--- src/rtl/led_stretch_pkg.sv ---
// Shared definitions for the LED pulse stretcher: state encoding,
// counter width and a helper that turns a millisecond count into the
// value loaded into the down-counter.
package led_stretch_pkg;

    localparam int CNT_W = 8;

    typedef enum logic [1:0] {
        IDLE = 2'd0,
        HOLD = 2'd1,
        GAP  = 2'd2
    } state_t;

    // A phase of N ms is N counter values: N-1 down to 0. A zero-length
    // phase is never entered, so its load value is simply 0.
    function automatic logic [CNT_W-1:0] ms_to_load(input int ms);
        return (ms > 0) ? CNT_W'(ms - 1) : '0;
    endfunction

endpackage

--- src/rtl/ms_downcnt.sv ---
// Loadable 8-bit millisecond down-counter with a zero flag.
// Load has priority over decrement; the count saturates at zero.
module ms_downcnt
    import led_stretch_pkg::*;
(
    input  logic             clk_1ms,
    input  logic             rst_n,
    input  logic             load,
    input  logic [CNT_W-1:0] load_val,
    input  logic             dec,
    output logic             zero
);

    logic [CNT_W-1:0] cnt_q;

    // Count register: load, or step down while nonzero so it never wraps.
    always_ff @(posedge clk_1ms or negedge rst_n) begin
        if (!rst_n) begin
            cnt_q <= '0;
        end else if (load) begin
            cnt_q <= load_val;
        end else if (dec && (cnt_q != '0)) begin
            cnt_q <= cnt_q - 1'b1;
        end
    end

    assign zero = (cnt_q == '0);

endmodule

--- src/rtl/led_stretch.sv ---
// LED pulse stretcher: turns single-cycle trig events into blinks of
// HOLD_MS ms separated by at least GAP_MS ms off-time. One extra event
// may be queued in a pending flag; further events are reported on drop.
// Optional build macro LED_STRETCH_RETRIG_EN: a trig during HOLD restarts
// the on-time instead of queueing.
//
// Interface contract: trig is a level sampled on every clk_1ms rising
// edge (one event per high cycle, no handshake); drop is a one-cycle
// pulse for each event that could not be queued; led and busy are
// registered and change only on clock edges or reset.
module led_stretch
    import led_stretch_pkg::*;
#(
    parameter int HOLD_MS = 100,
    parameter int GAP_MS  = 50
) (
    input  logic clk_1ms,
    input  logic rst_n,
    input  logic trig,
    output logic led,
    output logic busy,
    output logic drop
);

`ifdef LED_STRETCH_RETRIG_EN
    localparam bit RETRIG_EN = 1'b1;
`else
    localparam bit RETRIG_EN = 1'b0;
`endif

    localparam logic [CNT_W-1:0] HOLD_LOAD = ms_to_load(HOLD_MS);
    localparam logic [CNT_W-1:0] GAP_LOAD  = ms_to_load(GAP_MS);

    state_t           state_q, state_d;
    logic             pending_q, pending_d;
    logic             drop_d;
    logic             led_q, busy_q, drop_q;
    logic             cnt_load;
    logic [CNT_W-1:0] cnt_load_val;
    logic             cnt_dec;
    logic             cnt_zero;

    ms_downcnt u_cnt (
        .clk_1ms  (clk_1ms),
        .rst_n    (rst_n),
        .load     (cnt_load),
        .load_val (cnt_load_val),
        .dec      (cnt_dec),
        .zero     (cnt_zero)
    );

    // Next state, pending flag, drop and counter control.
    always_comb begin
        state_d      = state_q;
        pending_d    = pending_q;
        drop_d       = 1'b0;
        cnt_load     = 1'b0;
        cnt_load_val = HOLD_LOAD;
        cnt_dec      = 1'b0;

        case (state_q)
            IDLE: begin
                pending_d = 1'b0;
                if (trig) begin
                    state_d  = HOLD;
                    cnt_load = 1'b1;
                end
            end

            HOLD: begin
                if (RETRIG_EN && trig) begin
                    // Restart the on-time; the event is absorbed.
                    cnt_load = 1'b1;
                end else if (!cnt_zero || (GAP_MS > 0)) begin
                    // Still on, or moving into the off-time: queue trig.
                    if (trig) begin
                        if (pending_q) drop_d    = 1'b1;
                        else           pending_d = 1'b1;
                    end
                    if (!cnt_zero) begin
                        cnt_dec = 1'b1;
                    end else begin
                        state_d      = GAP;
                        cnt_load     = 1'b1;
                        cnt_load_val = GAP_LOAD;
                    end
                end else begin
                    // No off-time: behave exactly like the end of GAP.
                    if (pending_q || trig) begin
                        state_d   = HOLD;
                        cnt_load  = 1'b1;
                        pending_d = pending_q & trig;
                        drop_d    = pending_q & trig;
                    end else begin
                        state_d = IDLE;
                    end
                end
            end

            GAP: begin
                if (!cnt_zero) begin
                    cnt_dec = 1'b1;
                    if (trig) begin
                        if (pending_q) drop_d    = 1'b1;
                        else           pending_d = 1'b1;
                    end
                end else if (pending_q || trig) begin
                    // Pending consumed into a new blink; a simultaneous
                    // trig is queued again and reported as dropped.
                    state_d   = HOLD;
                    cnt_load  = 1'b1;
                    pending_d = pending_q & trig;
                    drop_d    = pending_q & trig;
                end else begin
                    state_d = IDLE;
                end
            end

            default: begin
                // Unused encoding: return to a clean idle.
                state_d      = IDLE;
                pending_d    = 1'b0;
                cnt_load     = 1'b1;
                cnt_load_val = '0;
            end
        endcase
    end

    // State, pending and registered outputs derived from the next state.
    always_ff @(posedge clk_1ms or negedge rst_n) begin
        if (!rst_n) begin
            state_q   <= IDLE;
            pending_q <= 1'b0;
            led_q     <= 1'b0;
            busy_q    <= 1'b0;
            drop_q    <= 1'b0;
        end else begin
            state_q   <= state_d;
            pending_q <= pending_d;
            led_q     <= (state_d == HOLD);
            busy_q    <= (state_d != IDLE);
            drop_q    <= drop_d;
        end
    end

    assign led  = led_q;
    assign busy = busy_q;
    assign drop = drop_q;

endmodule
--- config.mk ---
export PLATFORM = sky130hd
export DESIGN_NAME = led_stretch
export DESIGN_NICKNAME = d
export VERILOG_FILES = /design/src/rtl/led_stretch_pkg.sv /design/src/rtl/ms_downcnt.sv /design/src/rtl/led_stretch.sv
export SDC_FILE = /design/constraint.sdc
export NUM_CORES = 1
export LEC_CHECK = 0
export CAP_MARGIN = 20
export CORE_MARGIN = 2
export CORE_UTILIZATION = 50
export CTS_CLUSTER_DIAMETER = 150
export DETAILED_ROUTE_END_ITERATION = 7
export PLACE_DENSITY_LB_ADDON = 0.1
export SYNTH_ARGS = -nofsm -noshare
export SYNTH_HDL_FRONTEND = slang
export SYNTH_SLANG_ARGS = --single-unit
export TNS_END_PERCENT = 30
--- constraint.sdc ---
create_clock -name clk_1ms -period 2.05 [get_ports clk_1ms]
set_input_delay 0.41 -clock clk_1ms [delete_from_list [all_inputs] [get_ports clk_1ms]]
set_output_delay 0.41 -clock clk_1ms [all_outputs]
set_load 0.05 [all_outputs]
# Word-level counts from Yosys, hierarchy flattened
# Cells that the tools add are included.
# word_totals
register_bits	14
inputBits	3
output_inout_bits	3
word_cells	46
# classes
addsub	1
eq_ne	4
mux	25
bitwise_logic	1
n_reduce_logical	9
# ops
cell	n
$mux 8	2
$mux 1	14
$pmux 7 s2	1
$logic_not 8->1	1
$reduce_bool 8->1	1
$sub 8x1->8 const B	1
$mux 7	1
$mux 2	3
$pmux 2 s3	1
$eq 2x1->1 const B	2
$pmux 1 s2	2
$reduce_bool 2->1	2
$reduce_or 2->1	2
$ne 3x3->1 const B	1
$pmux 1 s3	1
$eq 2x2->1 const B	1
$logic_not 2->1	1
$and 1x1->1	1
$logic_and 1x1->1	1
$logic_or 1x1->1	1

# Logic depth before layout (Yosys ltp)
# Gate-level depths: netlist of the first run.
# depth
word_depth	6
ltp_mapped	7
ltp_nobuf	6

# By module
# From an unflattened synthesis of the first run, not the netlist that was laid out.
# hier_totals
hier_cells	102
hier_area_um2	947.2
# modules_own_cells
mod	instances	cells_each	area_each_um2	seq_area_each_um2
ms_downcnt	1	58	528.0	200.2
led_stretch	1	44	419.2	150.1

# Least setup slack after synthesis of the first run
# OpenSTA, ideal clock, no wires.
# synth_path
kind	flip-flop to flip-flop
start	reg u_cnt.cnt_q[0]
end	reg u_cnt.cnt_q[1]
setup_time_ns	0.079
t_arrival_ns	1.828
required_time_ns	1.971
path_slack_ns	0.143
stages_incl_launch_ff	8
path_buffers	1
synth_period_minus_slack_ns	1.907
cell_sequence	dfrtp_1 > inv_1 > ha_1 > or4b_1 > buf_2 > o21ai_1 > mux2_2 > mux2i_1
# synth_between
elab_chain_len	5
# synth_lines
item	line_no	rtl
from (decl)	ms_downcnt.sv:14	logic [CNT_W-1:0] cnt_q;
from (signal assigned)	ms_downcnt.sv:21	cnt_q <= load_val;
from (signal assigned)	ms_downcnt.sv:23	cnt_q <= cnt_q - 1'b1;
branches (longest 5 deep; another with $sub 8x1->8)	-	
# Several ways; the timed one is not identified. The select of a mux whose other input is x is not followed.
# A chain may end at the register's enable or synchronous reset.

# Final worst setup path of the first run
# layout_path
start	reg u_cnt.cnt_q[1]
end	reg busy_q (netlist: busy)
# layout_between
elab_chain_len	4
# layout_lines
item	line_no	rtl
$logic_not 8->1 *	ms_downcnt.sv:27	assign zero = (cnt_q == '0);
$mux 2 (on tied branches)	led_stretch.sv:101, led_stretch.sv:80	
$pmux 2 s3 *	led_stretch.sv:61	case (state_q)
via state_d[0]	led_stretch.sv:34	state_t state_q, state_d;
$reduce_bool 2->1 *	led_stretch.sv:141	busy_q <= (state_d != IDLE);
to (signal assigned)	led_stretch.sv:141	
to (decl)	led_stretch.sv:37	logic led_q, busy_q, drop_q;
# Mark *: on every way through the listed nets, which the timed path passes. The rest lies on a longest branch.

==> impl_metrics.toml, run 1 <==
[status]
status = "completed"

[clock_network]
clk_pin_slew_worst_paths_ns = 0.07
clk_latency_ns = 0.28
hold_buffers = 0
clockBufferDepth = 2
cts_buffers = 3
h-tree-depth = 1
cts_tree = "done"
cts_sinks = 14
cts-root-buf = "clkbuf_4"

[synth]
synthDistinctLibCells = 37
synthesis.nets = 93
netlist_instances = 85
yosys_warnings = 0
synth-seq-area-share = 0.419
syn_area_sq_um = 836
syn_area_per_cell_sq_um = 9.83
ys_ff_latch = 14

[global_route]
top_usage_layer = "met2"
grt_pass1_vias = 667
use_met2 = 0.313
use_met3 = 0.0720
met1_usage = 0.270
grt_max_degree = 15
grt_first_pass_wirelength_mm = 2.90
antenna_found_initial = 0
track_usage = 0.202
grt-ovfl-total = 0

[timing]
rsz0062_at_grt = "no"
period_needed_ns = 1.96
holdWs_ns = 0.499
worstMarginPinSlew_ns = 0.585
finalCritPeriodShare = 0.958
hold_violations = 0
clock_skew_ns = 0.00460
slew_headroom = 0.609
fmax_mhz = 509
drv_slew = 0
finalSetupViolations = 0

[power_and_ir_drop]
p_sw_frac = 0.203
internal_power_w = 0.000351
p_seq_frac = 0.629
switchingPower_w = 0.0000896
p_per_area_nw_per_um2 = 450
combPwrFrac = 0.040
irDropWorstVdd_v = 0.000335
power.share.clock = 0.332
p_leak_nw = 0.392
power_w = 0.000441

[floorplanning]
coreArea_sq_um = 1540
core.rowCount = 14
die_x_microns = 44.9
pin_count = 6
fp.dieArea_sq_um = 2010
dieHeight_microns = 44.9
start_util = 0.542

[routing]
drc = 0
vias_per_cell = 6.32
routed_wl_mm = 1.82
wl_per_cell_microns = 16.1
vias = 714
drt-pass1-iter-count = 4
antenna_left = 0
drt_iter0_markers = 28

[placed_design]
dpl.hpwl_mm = 1.27
dpl.cell_count = 110
place_area_sq_um = 938
gp_congestion = 0.827
io_buffer_count = 5

[layout]
final_core_util = 0.636
nets = 107
fill_cells = 139
final_cell_mix = "14 x dfrtp_1, 6 x a21oi_1, 6 x nor2_1"
layout.cells.non_filler = 113
final_layout_size_suffix_gt1_frac = 0.155
final_area_sq_um = 980
mostFrequentLayoutCell = "dfrtp_1"
num_antenna_cells = 0
syn_to_final_growth_pct = 17.2

[worst_hold_path]
min_path_type = "in -> async"

[critical_path]
cp_data_required_time_ns = 2.21
critPathLaunchType = "flip-flop"
slowest_stage = "or4b_4"
crit_fanout = 7
critPathCaptureType = "flip-flop"
slowest_delay_ns = 0.54
worstSetupPathType = "reg -> reg"
path_cells = "inv_1 > ha_2 > or4b_4 > nor4b_4 > a311oi_1 > or2_1"
critical_path_arrival_ns = 2.13

[flow_run]
max-cap-violations = 0
-- flip-flops by register name, summed over array words and instances, names as in the netlist --
register     cells
busy             1
drop             1
led              1
pending_q        1
state_q          2
u_cnt.cnt_q      8
-- kinds of logic after synthesis --
logic type	Yosys count	share of synthesized area
AO/OA/AOI/OAI	24	0.192
XOR/XNOR	3	0.0314
adder cells (fa/ha/maj)	5	0.0749
buffers and inverters	6	0.0284
flip-flops	14	0.419
multiplexers	4	0.0494
AND/OR/NAND/NOR	29	0.205
-- per-layer routing --
layer	up-vias	wire (microns)	share of wire
met4	0	44	0.024
li1	342	-	-
met2	26	840	0.46
met3	10	104	0.057
met5	-	0	0
met1	336	832	0.46
-- power groups by stage --
stage / combinational [W] / sequential [W] / clock [W]
6_report: 0.0000175 / 0.000277 / 0.000146
5_1_grt: 0.0000200 / 0.000277 / 0.000167
4_1_cts: 0.0000181 / 0.000277 / 0.000153
3_5_place_dp: 0.0000179 / 0.000283 / 0
3_3_place_gp: 0.0000180 / 0.000283 / 0
2_1_floorplan: 0.00000165 / 0.000286 / 0
-- area by class of cell --
class	count	area, sq um	share of cell area
clock buffer	3	22.5	0.0230
inverter	5	18.8	0.0192
multi-input combinational	65	480	0.490
sequential	14	350	0.358
tap	16	20.0	0.0204
timing repair buffer	10	87.6	0.0894
-- path summary, 6_finish.rpt --
kind	from	to	slack [ns]	cells after the start
min reg2reg	pending_q	drop	0.59	1
max	u_cnt.cnt_q[1]	busy	0.09	6
max in group asynchronous	rst_n	led	1.17	1
min	rst_n	u_cnt.cnt_q[2]	0.50	1
max reg2reg	u_cnt.cnt_q[1]	busy	0.09	6
min in group clk_1ms	pending_q	drop	0.59	1
-- through the flow --
| step | setup TNS (ns) | setup slack, ns |
|---|---|---|
| 6_report | 0 | 0.0862 |
| 4_1_cts | 0 | 0.0713 |
| 3_3_place_gp | 0 | 0.0656 |
| 3_5_place_dp | -0.000361 | -0.000361 |
| 2_1_floorplan | 0 | 0.143 |
| 5_1_grt | 0 | 0.00335 |
-- cell usage after synthesis --
master	n	share of area
dfrtp_1	14	0.42
and3b_1	1	0.010
nand4_1	1	0.0075
o211ai_1	1	0.0090
a31oi_1	2	0.015
o2111a_1	1	0.013
ha_1	5	0.075
nor2b_1	2	0.015
mux2_2	1	0.013
inv_1	5	0.022
nor2_1	6	0.027
nor4b_2	1	0.018
nor3_1	4	0.024
a21o_1	1	0.0090
xnor2_1	1	0.010
buf_2	1	0.0060
nand2_1	4	0.018
nand3b_1	2	0.018
nand3_1	2	0.012
o21ai_0	4	0.024
o31ai_1	1	0.0090
mux2i_1	3	0.036
nor4b_1	1	0.010
o221a_2	1	0.013
o21a_1	1	0.0090
nor3b_1	1	0.0090
a32oi_1	1	0.010
o21ai_1	1	0.0060
xor2_1	2	0.021
a311oi_1	1	0.010
or4b_1	1	0.012
a21boi_0	1	0.0090
or2_1	1	0.0075
or4_1	1	0.0090
a211oi_1	2	0.018
a21oi_1	6	0.036
or3_1	1	0.0075
-- worst max-delay path, delay by kind of cell (launching register included) --
family                   cells  cell delay (ns)
AO/OA/AOI/OAI                1             0.11
AND/OR/NAND/NOR              3             1.06
buffers and inverters        1             0.10
flip-flops                   1             0.38
adder cells (fa/ha/maj)      1             0.20
-- what timing repair did --
item	4_1_cts	5_1_grt
setup endpoints to repair	1	2
endpoints found under the hold margin	0	0
buffers inserted	0	0
resized for setup	1	4
gates cloned	0	0
No activity file was read; power rests on OpenSTA's default activity.
==> run 2: changes to the inputs <==
- ABC_AREA: not set -> 1
- CAP_MARGIN: 20 -> 5
- CORE_UTILIZATION: 50 -> 51
- PLACE_DENSITY: not set -> 0.72
- PLACE_DENSITY_LB_ADDON: 0.1 -> not set
==> run 2 against run 1 <==
Against the previous run: design area is 10% higher; routed wire length is 1.9% higher; fmax is 6.6% higher; via count is 11% higher; setup slack better by 0.12 ns; clock power is 40% higher; worst hold slack better by 0.0091 ns; clock skew is 0.0017 ns lower; first-iteration DRC count is 43% lower; global-route usage hardly changed; critical endpoint is now busy.
==> impl_metrics.toml, run 2 <==
[status]
status = "completed"

[timing]
hold_violations = 0
fin_ws_ns = 0.208
rsz0062_at_grt = "no"
fmax_mhz = 543
period_needed_ns = 1.84
worstMarginPinSlew_ns = 0.640
finalSetupViolations = 0
clock_skew_ns = 0.00286
finalCritPeriodShare = 0.899
slew_headroom = 0.572
drv_slew = 0
fin_tns_setup_ns = 0

[clock_network]
clk_latency_ns = 0.29
cts_sinks = 14
h-tree-depth = 1
hold_buffers = 0
clockBufferDepth = 2
post_cts_resized = 0
postCtsSetupBuffers = 0
cts_buffers = 3
cts_tree = "done"
clk_pin_slew_worst_paths_ns = 0.09
cts-root-buf = "clkbuf_4"

[routing]
drt_iter0_markers = 16
wl_per_cell_microns = 11.9
drt-pass1-iter-count = 4
vias_per_cell = 5.09
antenna_left = 0
drc = 0
vias = 794
routed_wl_mm = 1.86

[critical_path]
cp-startpoint = "busy"
critical_path_arrival_ns = 1.43
path_cells = "clkdlybuf4s50_1"
cp_data_required_time_ns = 1.64
path_delay_family = "buffers and inverters"
slowest_stage = "clkdlybuf4s50_1"
critPathLaunchType = "flip-flop"
crit_fanout = 1
worstSetupPathType = "reg -> out"
critPathCaptureType = "output pin"
critPathBufInv = 1
r2r_start = "u_cnt.cnt_q[0]"
slowest_delay_ns = 0.81

[floorplanning]
pin_count = 6
coreArea_sq_um = 1750
core.rowCount = 15
start_util = 0.552
die_x_microns = 47.5
fp.dieArea_sq_um = 2250
dieHeight_microns = 47.5

[layout]
final_area_sq_um = 1080
largest_reg_flops = 8
final_cell_mix = "28 x nand2_1, 18 x inv_1, 14 x dfrtp_1"
final_layout_size_suffix_gt1_frac = 0.176
num_antenna_cells = 0
nets = 140
regMostFlops = "u_cnt.cnt_q"
syn_to_final_growth_pct = 12.2
mostFrequentLayoutCell = "nand2_1"
reg_top3 = "u_cnt.cnt_q: 8 flops, state_q: 2 flops"

[synth]
yosysMostFrequentCell = "nand2_1"
netlist_instances = 122
yosysTopAreaCell = "dfrtp_1"
synthFlopType = "dfrtp_1"
syn_area_per_cell_sq_um = 7.90
synth_top_area_share = 0.364
synth_edf_count = 0
synthesis.nets = 130
netlist_top_cells_area = "dfrtp_1 36%, nand2_1 11%, inv_1 7.0%"
synth-seq-area-share = 0.364
syn_area_sq_um = 963
ys_ff_latch = 14
yosys-top-cells-count = "28 x nand2_1, 18 x inv_1, 14 x dfrtp_1, 12 x nor2_1, 8 x nand3_1"
synthDistinctLibCells = 25
yosys_warnings = 0
postSynth.asyncResetShare = 1.00

[placed_design]
io_buffer_count = 5
place_area_sq_um = 1040
gp_congestion = 0.861
pre_cts_ws_ns = 0.219
dpl.hpwl_mm = 1.39

[flow_run]
max-cap-violations = 0

[global_route]
track_usage = 0.202
grt_pass1_vias = 734
antenna_found_initial = 0
grt_first_pass_wirelength_mm = 3.13
grt-ovfl-total = 0
grt_max_degree = 15

[power_and_ir_drop]
p_leak_nw = 0.577
irDropWorstVdd_v = 0.00100
p_per_area_nw_per_um2 = 1740

[worst_hold_path]
min_path_type = "in -> async"
-- run 2: cell count changes in the layout (fill, tap and decap cells not counted), moves of 3 or more --
cell / delta
a21oi_1: -5
buf_4: -5
inv_1: +14
mux2i_1: -3
nand2_1: +24
nand2_2: +3
nand3_1: +6
nor2_1: +6
nor2_4: +3
-- run 2: final timing paths --
path                                  endpoint  depth (start not counted)  slack (ns)
worst min-delay path                      drop                          1        0.51
worst min register to register  u_cnt.cnt_q[1]                          2        0.52
worst max-delay path                      busy                          1        0.21
worst max register to register            busy                          9        0.31
max in group asynchronous       u_cnt.cnt_q[2]                          1        1.13
min in group clk_1ms            u_cnt.cnt_q[1]                          2        0.52
-- run 2: layer usage --
metal	part of all wire	global-route usage	vias to the layer above
li1	-	-	401
met1	0.49	0.302	363
met2	0.43	0.295	26
met3	0.059	0.0264	4
met4	0.013	0.0833	0
met5	0	0	-
-- run 2: power breakdown --
| group | switching (W) | internal [W] | total [W] |
|---|---|---|---|
| Combinational | 0.000739 | 0.000421 | 0.00116 |
| Clock | 0.0000958 | 0.000108 | 0.000204 |
| Sequential | 0.000112 | 0.000404 | 0.000516 |
-- run 2: final cells by class --
class	instances	area (sq um)
fillers	161	664
multi-input cells	88	538
flip-flops and latches	14	350
inverters	20	75.1
repair buffers	5	50.0
clock buffers	4	36.3
well taps	25	31.3
-- run 2: logic make-up after synthesis --
family                     after synthesis  share of synthesized area
xor gates and xnor gates                 3                     0.0273
DFF                                     14                      0.364
buffers and inverters                   20                     0.0779
adders and majority gates                5                     0.0649
AOI/OAI and AO/OA                       13                     0.0948
and+or+nand+nor                         67                      0.371
-- run 2: per-stage QoR --
step	util	hold WS, ns	instances	power [W]
6_report	0.619	0.508	156	0.00188
5_1_grt	0.619	0.575	156	0.00205
4_1_cts	0.619	0.530	156	0.00188
3_5_place_dp	0.599	0.509	152	0.00167
3_3_place_gp	0.599	0.503	152	0.00165
2_1_floorplan	-	0.114	122	0.00143
